===== config.mk =====
export PLATFORM = sky130hd
export DESIGN_NAME = dmem_access_sched
export DESIGN_NICKNAME = d
export VERILOG_FILES = /design/src/rtl/dmem_access_sched_pkg.sv /design/src/rtl/dmem_stream_agen.sv /design/src/rtl/dmem_access_sched.sv
export SDC_FILE = /design/constraint.sdc
export NUM_CORES = 1
export LEC_CHECK = 0
export CAP_MARGIN = 15
export CORE_MARGIN = 1.5
export CORE_UTILIZATION = 41
export DETAILED_ROUTE_END_ITERATION = 16
export PLACE_DENSITY_LB_ADDON = 0.3
export SYNTH_ARGS = -nofsm -noshare
export SYNTH_HDL_FRONTEND = slang
export SYNTH_SLANG_ARGS = --single-unit

===== constraint.sdc =====
create_clock -name clock -period 12.2 [get_ports clock]
set_input_delay 3.66 -clock clock [delete_from_list [all_inputs] [get_ports clock]]
set_output_delay 3.66 -clock clock [all_outputs]
set_load 0.05 [all_outputs]

===== src/rtl/dmem_access_sched_pkg.sv =====
// Shared types and constants for the DMem access scheduler: channel indices,
// latched burst command layout and the per-channel stream FSM states.
package dmem_access_sched_pkg;

  localparam int unsigned DMEM_ADDR_W = 10;
  localparam int unsigned DMEM_DATA_W = 32;
  localparam int unsigned DMEM_LEN_W  = 10;

  localparam int unsigned CH_LD1 = 0;
  localparam int unsigned CH_LD2 = 1;
  localparam int unsigned CH_ST1 = 2;
  localparam int unsigned CH_ST2 = 3;
  localparam int unsigned NUM_CH = 4;

  typedef enum logic [1:0] {
    StIdle,
    StActive,
    StDrain
  } stream_state_e;

  typedef struct packed {
    logic [DMEM_ADDR_W-1:0] base;
    logic [DMEM_LEN_W-1:0]  stride;
    logic [DMEM_LEN_W-1:0]  len;
  } s_stream_cmd;

  // Next element address; wraps silently modulo the address space.
  function automatic logic [DMEM_ADDR_W-1:0] agen_step(input logic [DMEM_ADDR_W-1:0] addr,
                                                       input logic [DMEM_LEN_W-1:0]  stride);
    return addr + DMEM_ADDR_W'(stride);
  endfunction

endpackage


===== src/rtl/dmem_stream_agen.sv =====
// One burst stream: latches a strided command, walks its addresses with a
// running accumulator and reports when it may compete for the SRAM.
module dmem_stream_agen
  import dmem_access_sched_pkg::*;
#(
  parameter bit IS_LOAD = 1'b1
) (
  input  logic                   clock,
  input  logic                   reset,
  input  logic                   req,
  input  logic                   valid,
  input  s_stream_cmd            cmd,
  input  logic                   st_data_valid,
  input  logic                   issue,
  output logic                   ready,
  output logic                   grant,
  output logic                   eligible,
  output logic [DMEM_ADDR_W-1:0] addr
);

  stream_state_e          state_q;
  logic                   grant_q;
  logic [DMEM_ADDR_W-1:0] addr_q;
  logic [DMEM_LEN_W-1:0]  stride_q;
  logic [DMEM_LEN_W-1:0]  len_q;
  logic [DMEM_LEN_W-1:0]  k_q;
  logic                   last;

  assign last = (k_q == len_q - DMEM_LEN_W'(1));

  always_ff @(posedge clock or posedge reset) begin
    if (reset) begin
      state_q  <= StIdle;
      grant_q  <= 1'b0;
      addr_q   <= '0;
      stride_q <= '0;
      len_q    <= '0;
      k_q      <= '0;
    end else begin
      grant_q <= 1'b0;
      unique case (state_q)
        StIdle: begin
          if (req && valid) begin
            grant_q  <= 1'b1;
            addr_q   <= cmd.base;
            stride_q <= cmd.stride;
            len_q    <= cmd.len;
            k_q      <= '0;
            // Zero-length bursts are acknowledged but never leave idle.
            if (cmd.len != '0) state_q <= StActive;
          end
        end
        StActive: begin
          if (issue) begin
            addr_q <= agen_step(addr_q, stride_q);
            k_q    <= k_q + DMEM_LEN_W'(1);
            if (last) state_q <= IS_LOAD ? StDrain : StIdle;
          end
        end
        StDrain: state_q <= StIdle;
        default: state_q <= StIdle;
      endcase
    end
  end

  assign ready    = (state_q == StIdle);
  assign grant    = grant_q;
  // The grant cycle itself never issues.
  assign eligible = (state_q == StActive) && !grant_q && (IS_LOAD || st_data_valid);
  assign addr     = addr_q;

endmodule


===== src/rtl/dmem_access_sched.sv =====
// Schedules the Ld1/Ld2/St1/St2 strided bursts onto one single-port SRAM with a
// round-robin arbiter and a one-cycle load return pipeline.
module dmem_access_sched
  import dmem_access_sched_pkg::*;
#(
  parameter int unsigned ADDR_W = DMEM_ADDR_W,
  parameter int unsigned DATA_W = DMEM_DATA_W,
  parameter int unsigned LEN_W  = DMEM_LEN_W
) (
  input  logic                   clock,
  input  logic                   reset,
  input  logic [3:0]             I_Req,
  input  logic [3:0]             I_Valid,
  input  logic [3:0][ADDR_W-1:0] I_Base,
  input  logic [3:0][LEN_W-1:0]  I_Stride,
  input  logic [3:0][LEN_W-1:0]  I_Length,
  output logic [3:0]             O_Ready,
  output logic [3:0]             O_Grant,
  input  logic [1:0][DATA_W-1:0] I_St_Data,
  input  logic [1:0]             I_St_Data_Valid,
  output logic [1:0]             O_St_Pop,
  output logic [1:0][DATA_W-1:0] O_Ld_Data,
  output logic [1:0]             O_Ld_Valid,
  output logic                   O_Mem_En,
  output logic                   O_Mem_We,
  output logic [ADDR_W-1:0]      O_Mem_Addr,
  output logic [DATA_W-1:0]      O_Mem_WData,
  input  logic [DATA_W-1:0]      I_Mem_RData
);

  logic [NUM_CH-1:0]                  elig;
  logic [NUM_CH-1:0]                  issue;
  logic [NUM_CH-1:0]                  st_dv;
  logic [NUM_CH-1:0][DMEM_ADDR_W-1:0] ch_addr;
  logic [1:0]                         ptr_q;
  logic [1:0]                         win_idx;
  logic [1:0]                         cand;
  logic                               win_found;
  logic                               is_store;
  logic [1:0]                         ld_valid_q;

  for (genvar i = 0; i < NUM_CH; i++) begin : g_ch
    s_stream_cmd cmd;
    assign cmd = '{base: I_Base[i], stride: I_Stride[i], len: I_Length[i]};

    if (i >= CH_ST1) begin : g_st
      assign st_dv[i] = I_St_Data_Valid[i-CH_ST1];
    end else begin : g_ld
      assign st_dv[i] = 1'b0;
    end

    dmem_stream_agen #(
      .IS_LOAD(i < CH_ST1)
    ) u_agen (
      .clock        (clock),
      .reset        (reset),
      .req          (I_Req[i]),
      .valid        (I_Valid[i]),
      .cmd          (cmd),
      .st_data_valid(st_dv[i]),
      .issue        (issue[i]),
      .ready        (O_Ready[i]),
      .grant        (O_Grant[i]),
      .eligible     (elig[i]),
      .addr         (ch_addr[i])
    );
  end

  // First eligible channel at or after the pointer wins.
  always_comb begin
    win_found = 1'b0;
    win_idx   = ptr_q;
    cand      = '0;
    for (int unsigned k = 0; k < NUM_CH; k++) begin
      cand = ptr_q + 2'(k);
      if (!win_found && elig[cand]) begin
        win_found = 1'b1;
        win_idx   = cand;
      end
    end
  end

  always_comb begin
    issue = '0;
    if (win_found) issue[win_idx] = 1'b1;
  end

  assign is_store    = win_found && (win_idx >= 2'(CH_ST1));
  assign O_Mem_En    = win_found;
  assign O_Mem_We    = is_store;
  assign O_Mem_Addr  = win_found ? ch_addr[win_idx] : '0;
  // Store channels sit at indices 2/3, so the low index bit selects St1/St2 data.
  assign O_Mem_WData = is_store ? I_St_Data[win_idx[0]] : '0;
  assign O_St_Pop    = issue[CH_ST2:CH_ST1];

  always_ff @(posedge clock or posedge reset) begin
    if (reset) begin
      ptr_q      <= '0;
      ld_valid_q <= '0;
    end else begin
      if (win_found) ptr_q <= win_idx + 2'd1;
      ld_valid_q <= issue[CH_LD2:CH_LD1];
    end
  end

  assign O_Ld_Valid = ld_valid_q;

  always_comb begin
    O_Ld_Data = '0;
    for (int l = 0; l < 2; l++) begin
      if (ld_valid_q[l]) O_Ld_Data[l] = I_Mem_RData;
    end
  end

endmodule


==> impl_metrics.ini <==
[timing]
skew_ns = 0.01439
setup_viol_count_final = 0
timing.final.crit_share_pct = 88.35
rsz0062_at_grt = false
finalHoldViolations = 0
relSlewSlack_pct = 35.09
tns_ns = 0
slew_viol_final = 0
worst_pin_slew_ns = 0.9736
max_freq_ghz = 0.09277
min_period_ns = 10.78

[yosys]
synth_warnings = 0
synth_xor_area_share_pct = 6.277
synth_area_leaders = dfrtp_1 (38%), nand2_1 (6.7%), mux2i_1 (5.4%), ha_1 (5.2%), o21ai_0 (4.6%)
synth_top_family_by_area = simple AND/OR/NAND/NOR gates
yosysSeqAreaShare_pct = 38.05
synth_top_area_share_pct = 38.05
synthMostInstantiatedCell = nand2_1
synth_edf_count = 0
synth-simple-area-share_pct = 22.96
synth_top_area_cell = dfrtp_1
syn_nets = 1617
synthTopCellsByCount = nand2_1 (203), dfrtp_1 (174), nor2_1 (129)
netlist-cell-type-count = 64
syn-cell-area_um2 = 11440
synth-seq-cells = 174
synth_area_per_cell_um2 = 8.558
synth.area.mux_share_pct = 9.295
syn_inst = 1337
ys.flop_type = dfrtp_1
synth-compound-area-share_pct = 13.29
synthAdderAreaFrac_pct = 5.949
async_reset_ff_share_pct = 100.0

[worst_setup_path]
arrival_ns = 7.12
crit_family = buffers and inverters
endpoint = O_Mem_Addr[1]
crit_chain = clkdlybuf4s50_1 > nor3b_1 > o22ai_1 > a222oi_1 > buf_4 > nand2_1 > o22ai_1 > clkdlybuf4s50_1
cp-startpoint = I_St_Data_Valid[1]
r2r_end = g_ch[0].u_agen.addr[6]$_DFFE_PP0P_
cp_num_buf_inv = 3
worstSetupPathDepth = 8
start_kind = input port
r2r-start = g_ch[3].u_agen.state_q[0]$_DFFE_PP0P_
crit_path_max_fanout = 14
crit_required_ns = 8.54
r2r_setup_slack_ns = 7.92
rr_worst_depth = 11
max_stage_delay_ns = 0.88
cp_slowest_cell = clkdlybuf4s50_1
critPathKind = input port to primary output
cp-end-kind = primary output

[die]
die_w_um = 170.1
die_h_um = 170.1
boundaryPins = 348
rows = 60
fp.coreArea_um2 = 27180
start_util_pct = 42.10
dieArea_um2 = 28920

[final_layout]
fillers = 2432
post-route-util_pct = 58.00
nNetsFinal = 1918
area_delta_synth_final_pct = 37.75
final_design_area_no_fill_um2 = 15760
drive_above_1_share_pct = 5.936

[route]
wire_per_inst_um = 19.41
first_pass_iters = 7
finalWirelength_um = 39290
ant_nets = 0
vias = 10849
routed_via_density = 5.360
drc = 0
drt-initial-drc-count = 667

[power_and_ir_drop]
power_density_nw_per_um2 = 295.1
vdd_drop_max_v = 0.0002852
p_leak_uw = 0.006934
internal_power_uw = 2304
pwr-share-comb_pct = 63.8
switchingPower_uw = 2347
seqPwrFrac_pct = 23.8
p_clk_share_pct = 12.4
switching_share_pct = 50.45

[run]
maxCapViolCount = 0

[cts]
clock_latency_ns = 0.43
cts_made_buffers = 17
clk_pin_slew_worst_paths_ns = 0.07
htree_levels = 4
clk_path_buf_depth = 2
cts_sinks = 174
ctsResizeCount = 0
cts_root_buf = clkbuf_16
postCtsHoldBufs = 0
cts_tree = yes
post-cts-setup-buffers = 0

[placement]
port_buffers = 347
gp_congestion = 0.9215
hpwl_um = 31080
place_area_um2 = 15110

[global_routing]
grt-ovfl-total = 0
antenna_found_initial = 1
grt_pass1_wl_um = 59930
grt_max_degree = 104
grt_pass1_vias = 10428
grt_use_total_pct = 27.20

[min_path]
min_from = g_ch[3].u_agen.stride_q[7]$_DFFE_PP0P_
hp-class = flop to flop

[outcome]
outcome = complete, no violations
## power groups by stage
| stage | clock network, uW | logic (uW) | registers [uW] |
|---|---|---|---|
| 2_1_floorplan | 0 | 2230 | 978 |
| 3_3_place_gp | 0 | 2870 | 1110 |
| 3_5_place_dp | 0 | 2950 | 1110 |
| 4_1_cts | 585 | 2960 | 1100 |
| 5_1_grt | 609 | 3250 | 1140 |
| 6_report | 575 | 2970 | 1110 |
## tightest hold or removal path: stages (launching register included)
cell	delay (ns)
dfrtp_1	0.35
nand2_1	0.05
nand2_1	0.06
## cells by family after synthesis
logic type / count (synthesis)
AO/OA/AOI/OAI: 259
XOR/XNOR: 82
adder cells (fa/ha/maj): 52
buffers and inverters: 113
flip-flops: 174
multiplexers: 100
AND/OR/NAND/NOR: 557
## how the worst min path moves through the flow
| stage | endpoint | depth (start not counted) |
|---|---|---|
| 6_report | g_ch[3].u_agen.stride_q[7]$_DFFE_PP0P_ | 2 |
| 3_5_place_dp | g_ch[3].u_agen.stride_q[7]$_DFFE_PP0P_ | 2 |
| 5_1_grt | g_ch[2].u_agen.stride_q[0]$_DFFE_PP0P_ | 2 |
| 3_3_place_gp | g_ch[3].u_agen.stride_q[0]$_DFFE_PP0P_ | 2 |
| 2_1_floorplan | g_ch[2].u_agen.stride_q[0]$_DFFE_PP0P_ | 2 |
| 4_1_cts | g_ch[3].u_agen.stride_q[7]$_DFFE_PP0P_ | 2 |
## per-layer routing
layer | up-vias | global-route usage, % | share of wire (%)
li1 | 5250 | - | -
met4 | 0 | 12.20 | 3.6
met3 | 65 | 4.605 | 5.9
met5 | - | 0 | 0
met1 | 5168 | 32.65 | 41
met2 | 366 | 47.68 | 50
## cell type report
class	instances	area, um^2	area share [%]
clock buffers	17	425.4	2.699
inverters	36	140.1	0.8891
repair buffers	359	3565	22.62
well taps	372	465.4	2.953
flip-flops and latches	174	4354	27.63
diodes	1	2.502	0.01588
multi-input cells	1050	6610	41.94
clock inverters	15	198.9	1.262
## registers in the layout (all words and copies together) (netlist names)
name                  count
g_ch.u_agen.addr         40
g_ch.u_agen.grant         4
g_ch.u_agen.k_q          40
ptr_q                     2
O_Ld_Valid                2
g_ch.u_agen.stride_q     40
g_ch.u_agen.state_q       6
g_ch.u_agen.len_q        40
## stage by stage
| stage | power, uW | worst slack [ns] | hold WS [ns] | std cells |
|---|---|---|---|---|
| 2_1_floorplan | 3212 | 2.863 | 0.4497 | 1337 |
| 3_3_place_gp | 3983 | 1.593 | 0.4670 | 1989 |
| 3_5_place_dp | 4062 | 1.378 | 0.4709 | 1990 |
| 4_1_cts | 4650 | 1.375 | 0.4894 | 2022 |
| 5_1_grt | 4998 | 1.273 | 0.4972 | 2024 |
| 6_report | 4651 | 1.421 | 0.4892 | 2024 |
## layout by cell type, fill, tap and decap left out, drive strengths merged, types with 3 or more instances in the layout
| master | n |
|---|---|
| o21a | 4 |
| nand4 | 22 |
| mux2 | 37 |
| nand2b | 5 |
| ha | 48 |
| or3 | 8 |
| o41ai | 7 |
| nand3 | 31 |
| a21oi | 66 |
| xor2 | 45 |
| nor4 | 9 |
| nor2 | 129 |
| xnor2 | 37 |
| and2 | 71 |
| inv | 41 |
| o22ai | 16 |
| a2111oi | 3 |
| mux2i | 62 |
| fa | 4 |
| o211ai | 4 |
| o21ai | 107 |
| clkbuf | 17 |
| or3b | 3 |
| dfrtp | 174 |
| or4 | 7 |
| a21o | 6 |
| buf | 21 |
| and3 | 20 |
| o31ai | 8 |
| clkdlybuf4s50 | 338 |
| nand2 | 203 |
| a211oi | 8 |
| clkinv | 6 |
| nor3 | 24 |
| a2bb2oi | 3 |
| nor2b | 16 |
| a31oi | 9 |
Power figures use the tool's default switching activity.
